## config.mk

```make
export PLATFORM = sky130hd
export DESIGN_NAME = hazard_forward_unit
export DESIGN_NICKNAME = d
export VERILOG_FILES = /design/src/rtl/hazard_forward_unit.sv
export SDC_FILE = /design/constraint.sdc
export NUM_CORES = 1
export LEC_CHECK = 0
export CORE_MARGIN = 3
export CORE_UTILIZATION = 48
export DETAILED_ROUTE_END_ITERATION = 16
export GPL_ROUTABILITY_DRIVEN = 1
export PLACE_DENSITY = 0.81
export SLEW_MARGIN = 20
export SYNTH_ARGS = -nofsm -noshare
export SYNTH_HDL_FRONTEND = slang
export SYNTH_SLANG_ARGS = --single-unit
```

## constraint.sdc

```tcl
create_clock -name clk -period 2.5 [get_ports clk]
set_input_delay 0.375 -clock clk [delete_from_list [all_inputs] [get_ports clk]]
set_output_delay 0.375 -clock clk [all_outputs]
set_load 0.005 [all_outputs]
```

## src/rtl/hazard_forward_unit.sv

```systemverilog
// Hazard detection, EX-stage operand forwarding and multi-cycle op tracking.
// Also keeps a saturating count of stalled cycles.
module hazard_forward_unit #(
  parameter int NUM_RS = 2,
  parameter int REG_AW = 5,
  parameter int MC_LAT = 34,
  parameter int CNT_W  = 32
) (
  input  logic                     clk,
  input  logic                     rst,
  input  logic [NUM_RS*REG_AW-1:0] rs_ID_EX_in,
  input  logic [NUM_RS*REG_AW-1:0] rs_IF_ID_in,
  input  logic [NUM_RS-1:0]        rs_used_IF_ID_in,
  input  logic                     mc_req_IF_ID_in,
  input  logic [REG_AW-1:0]        rd_ID_EX_in,
  input  logic                     MemRead_ID_EX_in,
  input  logic [REG_AW-1:0]        rd_EX_MEM_in,
  input  logic                     RegWrite_EX_MEM_in,
  input  logic [REG_AW-1:0]        rd_MEM_WB_in,
  input  logic                     RegWrite_MEM_WB_in,
  input  logic                     mc_start_in,
  input  logic [REG_AW-1:0]        mc_rd_in,
  output logic [2*NUM_RS-1:0]      forward_out,
  output logic                     stall_out,
  output logic                     bubble_out,
  output logic                     mc_busy_out,
  output logic                     mc_done_out,
  output logic [CNT_W-1:0]         stall_cnt_out
);

  localparam int CW = (MC_LAT > 1) ? $clog2(MC_LAT) : 1;
  localparam logic [CW-1:0] LOAD = CW'(MC_LAT - 1);

  typedef enum logic [1:0] {
    IDLE = 2'd0,
    BUSY = 2'd1,
    DONE = 2'd2
  } state_t;

  state_t            state_q, state_d;
  logic [CW-1:0]     cnt_q, cnt_d;
  logic [REG_AW-1:0] mc_rd_q, mc_rd_d;
  logic [CNT_W-1:0]  stall_cnt_q, stall_cnt_d;

  logic lu_hit, raw_hit;
  logic load_use, mc_raw, structural, hazard;

  // Per-operand forward select; MEM result wins over WB, x0 never forwarded.
  always_comb begin
    forward_out = '0;
    if (!rst) begin
      for (int i = 0; i < NUM_RS; i++) begin
        if (RegWrite_EX_MEM_in && rd_EX_MEM_in != '0 &&
            rd_EX_MEM_in == rs_ID_EX_in[i*REG_AW +: REG_AW])
          forward_out[2*i +: 2] = 2'b10;
        else if (RegWrite_MEM_WB_in && rd_MEM_WB_in != '0 &&
                 rd_MEM_WB_in == rs_ID_EX_in[i*REG_AW +: REG_AW])
          forward_out[2*i +: 2] = 2'b01;
      end
    end
  end

  // Match used ID sources against the load and multi-cycle destinations.
  always_comb begin
    lu_hit  = 1'b0;
    raw_hit = 1'b0;
    for (int i = 0; i < NUM_RS; i++) begin
      if (rs_used_IF_ID_in[i] &&
          rs_IF_ID_in[i*REG_AW +: REG_AW] == rd_ID_EX_in)
        lu_hit = 1'b1;
      if (rs_used_IF_ID_in[i] &&
          rs_IF_ID_in[i*REG_AW +: REG_AW] == mc_rd_q)
        raw_hit = 1'b1;
    end
  end

  assign load_use   = MemRead_ID_EX_in && rd_ID_EX_in != '0 && lu_hit;
  assign mc_raw     = (state_q == BUSY || state_q == DONE) &&
                      mc_rd_q != '0 && raw_hit;
  assign structural = mc_req_IF_ID_in &&
                      (state_q == BUSY || mc_start_in);
  assign hazard     = !rst && (load_use || mc_raw || structural);

  assign stall_out     = hazard;
  assign bubble_out    = hazard;
  assign mc_busy_out   = state_q != IDLE;
  assign mc_done_out   = state_q == DONE;
  assign stall_cnt_out = stall_cnt_q;

  // Multi-cycle op tracker: next state, latency count and destination.
  always_comb begin
    state_d = state_q;
    cnt_d   = cnt_q;
    mc_rd_d = mc_rd_q;
    unique case (state_q)
      IDLE: begin
        if (mc_start_in) begin
          state_d = BUSY;
          cnt_d   = LOAD;
          mc_rd_d = mc_rd_in;
        end
      end
      BUSY: begin
        if (cnt_q != '0) cnt_d = cnt_q - CW'(1);
        else             state_d = DONE;
      end
      DONE: begin
        if (mc_start_in) begin
          state_d = BUSY;
          cnt_d   = LOAD;
          mc_rd_d = mc_rd_in;
        end else begin
          state_d = IDLE;
          mc_rd_d = '0;
        end
      end
      default: begin
        state_d = IDLE;
        cnt_d   = '0;
        mc_rd_d = '0;
      end
    endcase
  end

  // Stall counter sticks at all-ones.
  always_comb begin
    stall_cnt_d = stall_cnt_q;
    if (hazard && stall_cnt_q != '1)
      stall_cnt_d = stall_cnt_q + CNT_W'(1);
  end

  // State registers with synchronous reset.
  always_ff @(posedge clk) begin
    if (rst) begin
      state_q     <= IDLE;
      cnt_q       <= '0;
      mc_rd_q     <= '0;
      stall_cnt_q <= '0;
    end else begin
      state_q     <= state_d;
      cnt_q       <= cnt_d;
      mc_rd_q     <= mc_rd_d;
      stall_cnt_q <= stall_cnt_d;
    end
  end

endmodule
```

# Yosys cells after proc, flatten, opt, wreduce, memory -nomap -nowiden
# Index checks and enable logic that the tools add are counted.
# totals
wordCells	74
regBits	45
output_inout_bits	40
inputBits	49
# classes
n_mux	19
eq_ne	15
bitwise	1
n_addsub	2
reduce_logical	33
# ops
cell	count
$eq A5 B5 Y1	8
$add A32 B1 Y32 const B	1
$ne A32 B32 Y1 const B	1
$reduce_bool A5 Y1	4
$logic_and A1 B1 Y1	17
$pmux W5 S3	1
$mux W6	2
$pmux W6 S2	1
$mux W5	2
$mux W2	4
$mux W1	7
$pmux W2 S3	1
$reduce_and A2 Y1	3
$reduce_bool A6 Y1	1
$sub A6 B1 Y6 const B	1
$logic_or A1 B1 Y1	4
$mux W4	1
$ne A2 B1 Y1 const B	2
$ne A2 B2 Y1 const B	2
$eq A2 B1 Y1 const B	1
$eq A2 B2 Y1 const B	1
$logic_not A2 Y1	1
$reduce_bool A2 Y1	1
$reduce_or A2 Y1	1
2 further kinds	2

# Depth between registers and ports, before layout
# depth
depth_word	9
depth_mapped	8
depth_no_buf	7

# Worst setup path after synthesis
# Ideal clock, no wire load.
# synth_path
path_kind	input -> output
start	input port rd_ID_EX_in[0]
end	output port stall_out
required_time_ns	2.125
slack_ns	0.346
stages	6
path_buffers	2
arrival_ns	1.779
cell_sequence	or4_1 o21ai_0 o221a_4 clkbuf_1 nor2_1 buf_4
# synth_via
elab_chain_cells	8
elab_cells_between_ends	12
classes_between	eq/ne: 2; mux: 2; reduce/logical: 8
# synth_lines
element	line	rtl
start: declaration	15	input logic [REG_AW-1:0] rd_ID_EX_in,
$eq A5 B5 Y1	69	rs_IF_ID_in[i*REG_AW +: REG_AW] == rd_ID_EX_in)
$logic_and A1 B1 Y1	68	if (rs_used_IF_ID_in[i] &&
$mux W1 (2 in series)	68	
$logic_and A1 B1 Y1 *	77	assign load_use = MemRead_ID_EX_in && rd_ID_EX_in != '0 && lu_hit;
$logic_or A1 B1 Y1 * (2 in series)	82	assign hazard = !rst && (load_use || mc_raw || structural);
$logic_and A1 B1 Y1 *	82	
end: declaration	24	output logic stall_out,
# Mark *: on every way between the ends. The rest lies on a longest branch, timed or not.

# Final worst setup path
# Same ends and word-level chain as after synthesis.

==> qor.csv <==
metric,value,unit
hold_buffers,0,
io_pins,89,
crit_path_end_kind,primary output,
maxSlewHeadroom,53.6,%
ys_dominant_reg_cell,dfxtp_1,
synth-seq-cells,45,
die_h,84.8,um
required,2120,ps
total_power,2290,uW
htree_levels,2,
dieArea,7190,sq um
wl_met2,3830,um
clk_pin_slew_worst_paths,80,ps
avgSynthCellArea,8.26,sq um
r2r_slack,220,ps
clock_tree.buffer_depth,2,
first_global_vias,2986,
drv_cap,0,
cp_max_fo,2,
cts_tree,yes,
worstSkewPairLatency,290,ps
worst-r2r-cell-count,8,
critPathArrivalTime,2030,ps
fillers,476,
gp_congestion,0.780,
synth_cell_type_count,44,
final_nets,527,
first_pass_iters,4,
gr-total-overflow,0,
synthCells,361,
cts_root_buf,clkbuf_8,
drive_gt1_share,13.0,%
place_hpwl,5810,um
num_vias,3123,
grt_max_degree,55,
antenna_found_initial,0,
synth_area,2980,sq um
tightest_slew,695,ps
r2r-end,stall_cnt_out[2],
drt_iter0_drc,122,
cts.sinks,45,
drcViolationCount,0,
critPathKind,in2out,
drv_slew,0,
synth_edf_count,0,
rsz0062_at_grt,true,
finClkSkew,8.05,ps
highest_layer,met4,
power_density,537,nW/um^2
routed_wirelength,7650,um
dr_wl_met3,581,um
initial_core_util,50.1,%
yosysWarningCount,0,
grt_usage,21.3,%
layout_commonest_cell,clkdlybuf4s50_1,
m1WireLength,3160,um
area_growth,43.1,%
io_buffers,88,
crit_end,stall_out,
crit_path_start,rd_ID_EX_in[0],
status,finished clean,
setup-violations-final,0,
ir_worst_vdd,0.325,mV
min_period,2410,ps
utilization,71.7,%
post_drt_wl_per_cell,14.0,um
grt_first_pass_wirelength,13000,um
hold_viol,0,
diodes,0,
hold_path_class,reg2reg,
final_cell_mix,"clkdlybuf4s50_1, dfxtp_1, a21oi_1, buf_4",
fin_crit_sh,96.3,%
async_flop_share,0,%
yosysSeqAreaShare,30.2,%
max_freq,415,MHz
cp-start-kind,primary input,
core.rowCount,28,
dieWidth,84.8,um
total_leakage_power,0.00162,uW
regToRegStartpoint,mc_rd_q[4],
fp.coreArea,5960,sq um
synthesis.nets,419,
detail-route-antenna-nets,0,
vias_per_cell,5.73,
cts_buffers,5,
cells in the mapped netlist, drive strengths merged (4+ instances only):
| cell type | number | area (sq um) |
|---|---|---|
| o21ai | 18 | 90.1 |
| nand2b | 6 | 37.5 |
| ha | 9 | 113 |
| or3 | 12 | 75.1 |
| nor2 | 27 | 101 |
| or4 | 24 | 180 |
| nand4 | 8 | 65.1 |
| nor4 | 12 | 87.6 |
| xor2 | 26 | 228 |
| a22oi | 5 | 37.5 |
| nor2b | 5 | 31.3 |
| nand2 | 14 | 52.6 |
| clkbuf | 11 | 41.3 |
| xnor2 | 14 | 123 |
| o31ai | 18 | 135 |
| inv | 9 | 33.8 |
| nor3 | 7 | 46.3 |
| and4 | 6 | 55.1 |
| dfxtp | 45 | 901 |
| nand3 | 13 | 65.1 |
| a21oi | 34 | 170 |
| and3 | 5 | 31.3 |
| buf | 9 | 61.3 |
| mux2 | 4 | 45.0 |
timing repair:
item                                    4_1_cts  5_1_grt
endpoints found under the setup margin        8        9
buffers inserted                              0        1
hold endpoints to repair                      0        0
resized for setup                            20       12
pin swaps                                     2        5
per-stage QoR:
| step | hold WS [ps] | cells | area [sq um] | setup slack [ps] | setup TNS [ps] |
|---|---|---|---|---|---|
| 2_1_floorplan | 459 | 361 | 2980 | 346 | 0 |
| 3_3_place_gp | 473 | 536 | 4110 | -380 | -5500 |
| 3_5_place_dp | 482 | 536 | 4110 | -412 | -8450 |
| 4_1_cts | 496 | 544 | 4230 | 9.04 | 0 |
| 5_1_grt | 528 | 545 | 4270 | -1.67 | -1.67 |
| 6_report | 498 | 545 | 4270 | 91.4 | 0 |
cell families (layout without fill, tap and decap cells):
| family | count (synthesis) | after routing | share of synthesized area [%] |
|---|---|---|---|
| AOI/OAI and AO/OA | 83 | 83 | 17.0 |
| xor gates and xnor gates | 40 | 40 | 11.8 |
| adders and majority gates | 9 | 9 | 3.78 |
| buffers and inverters | 29 | 138 | 4.57 |
| DFF | 45 | 45 | 30.2 |
| muxes | 7 | 7 | 2.52 |
| and+or+nand+nor | 148 | 148 | 30.2 |
area by class of cell:
class	count	area, sq um	share of cell area [%]
tap	75	93.8	2.20
timing repair buffer	121	1130	26.5
clock inverter	1	30.0	0.704
clock buffer	7	86.3	2.02
sequential	45	901	21.1
inverter	9	33.8	0.792
multi-input combinational	287	1990	46.6
worst max-delay path, cell delays in order:
cell and delay (ps):
clkdlybuf4s50_1 420, or4_1 540, o21ai_2 150, o221a_4 230, nor2_2 40, dlygate4sd2_1 290
where the power goes:
part           total, uW  switching (uW)  internal [uW]
clock                567             241            326
sequential           874            84.2            790
combinational        852             449            404
registers in the layout, summed over array words and instances, names as in the netlist:
signal and cells:
state_q 2, mc_rd_q 5, cnt_q 6, stall_cnt_out 32
how the worst min path moves through the flow:
stage | cells past startpoint | start | end | slack (ps)
6_report | 2 | cnt_q[5] | cnt_q[5] | 500
5_1_grt | 2 | stall_cnt_out[17] | stall_cnt_out[17] | 530
4_1_cts | 2 | cnt_q[5] | cnt_q[5] | 500
3_5_place_dp | 2 | cnt_q[5] | cnt_q[5] | 480
3_3_place_gp | 2 | stall_cnt_out[17] | stall_cnt_out[17] | 470
2_1_floorplan | 2 | cnt_q[4] | cnt_q[4] | 460
metal layers:
metal	vias up	global-route usage, %
li1	1559	-
met1	1453	25.4
met2	105	38.2
met3	6	4.85
met4	0	5.61
met5	-	0
(Power assumes the default switching activity.)
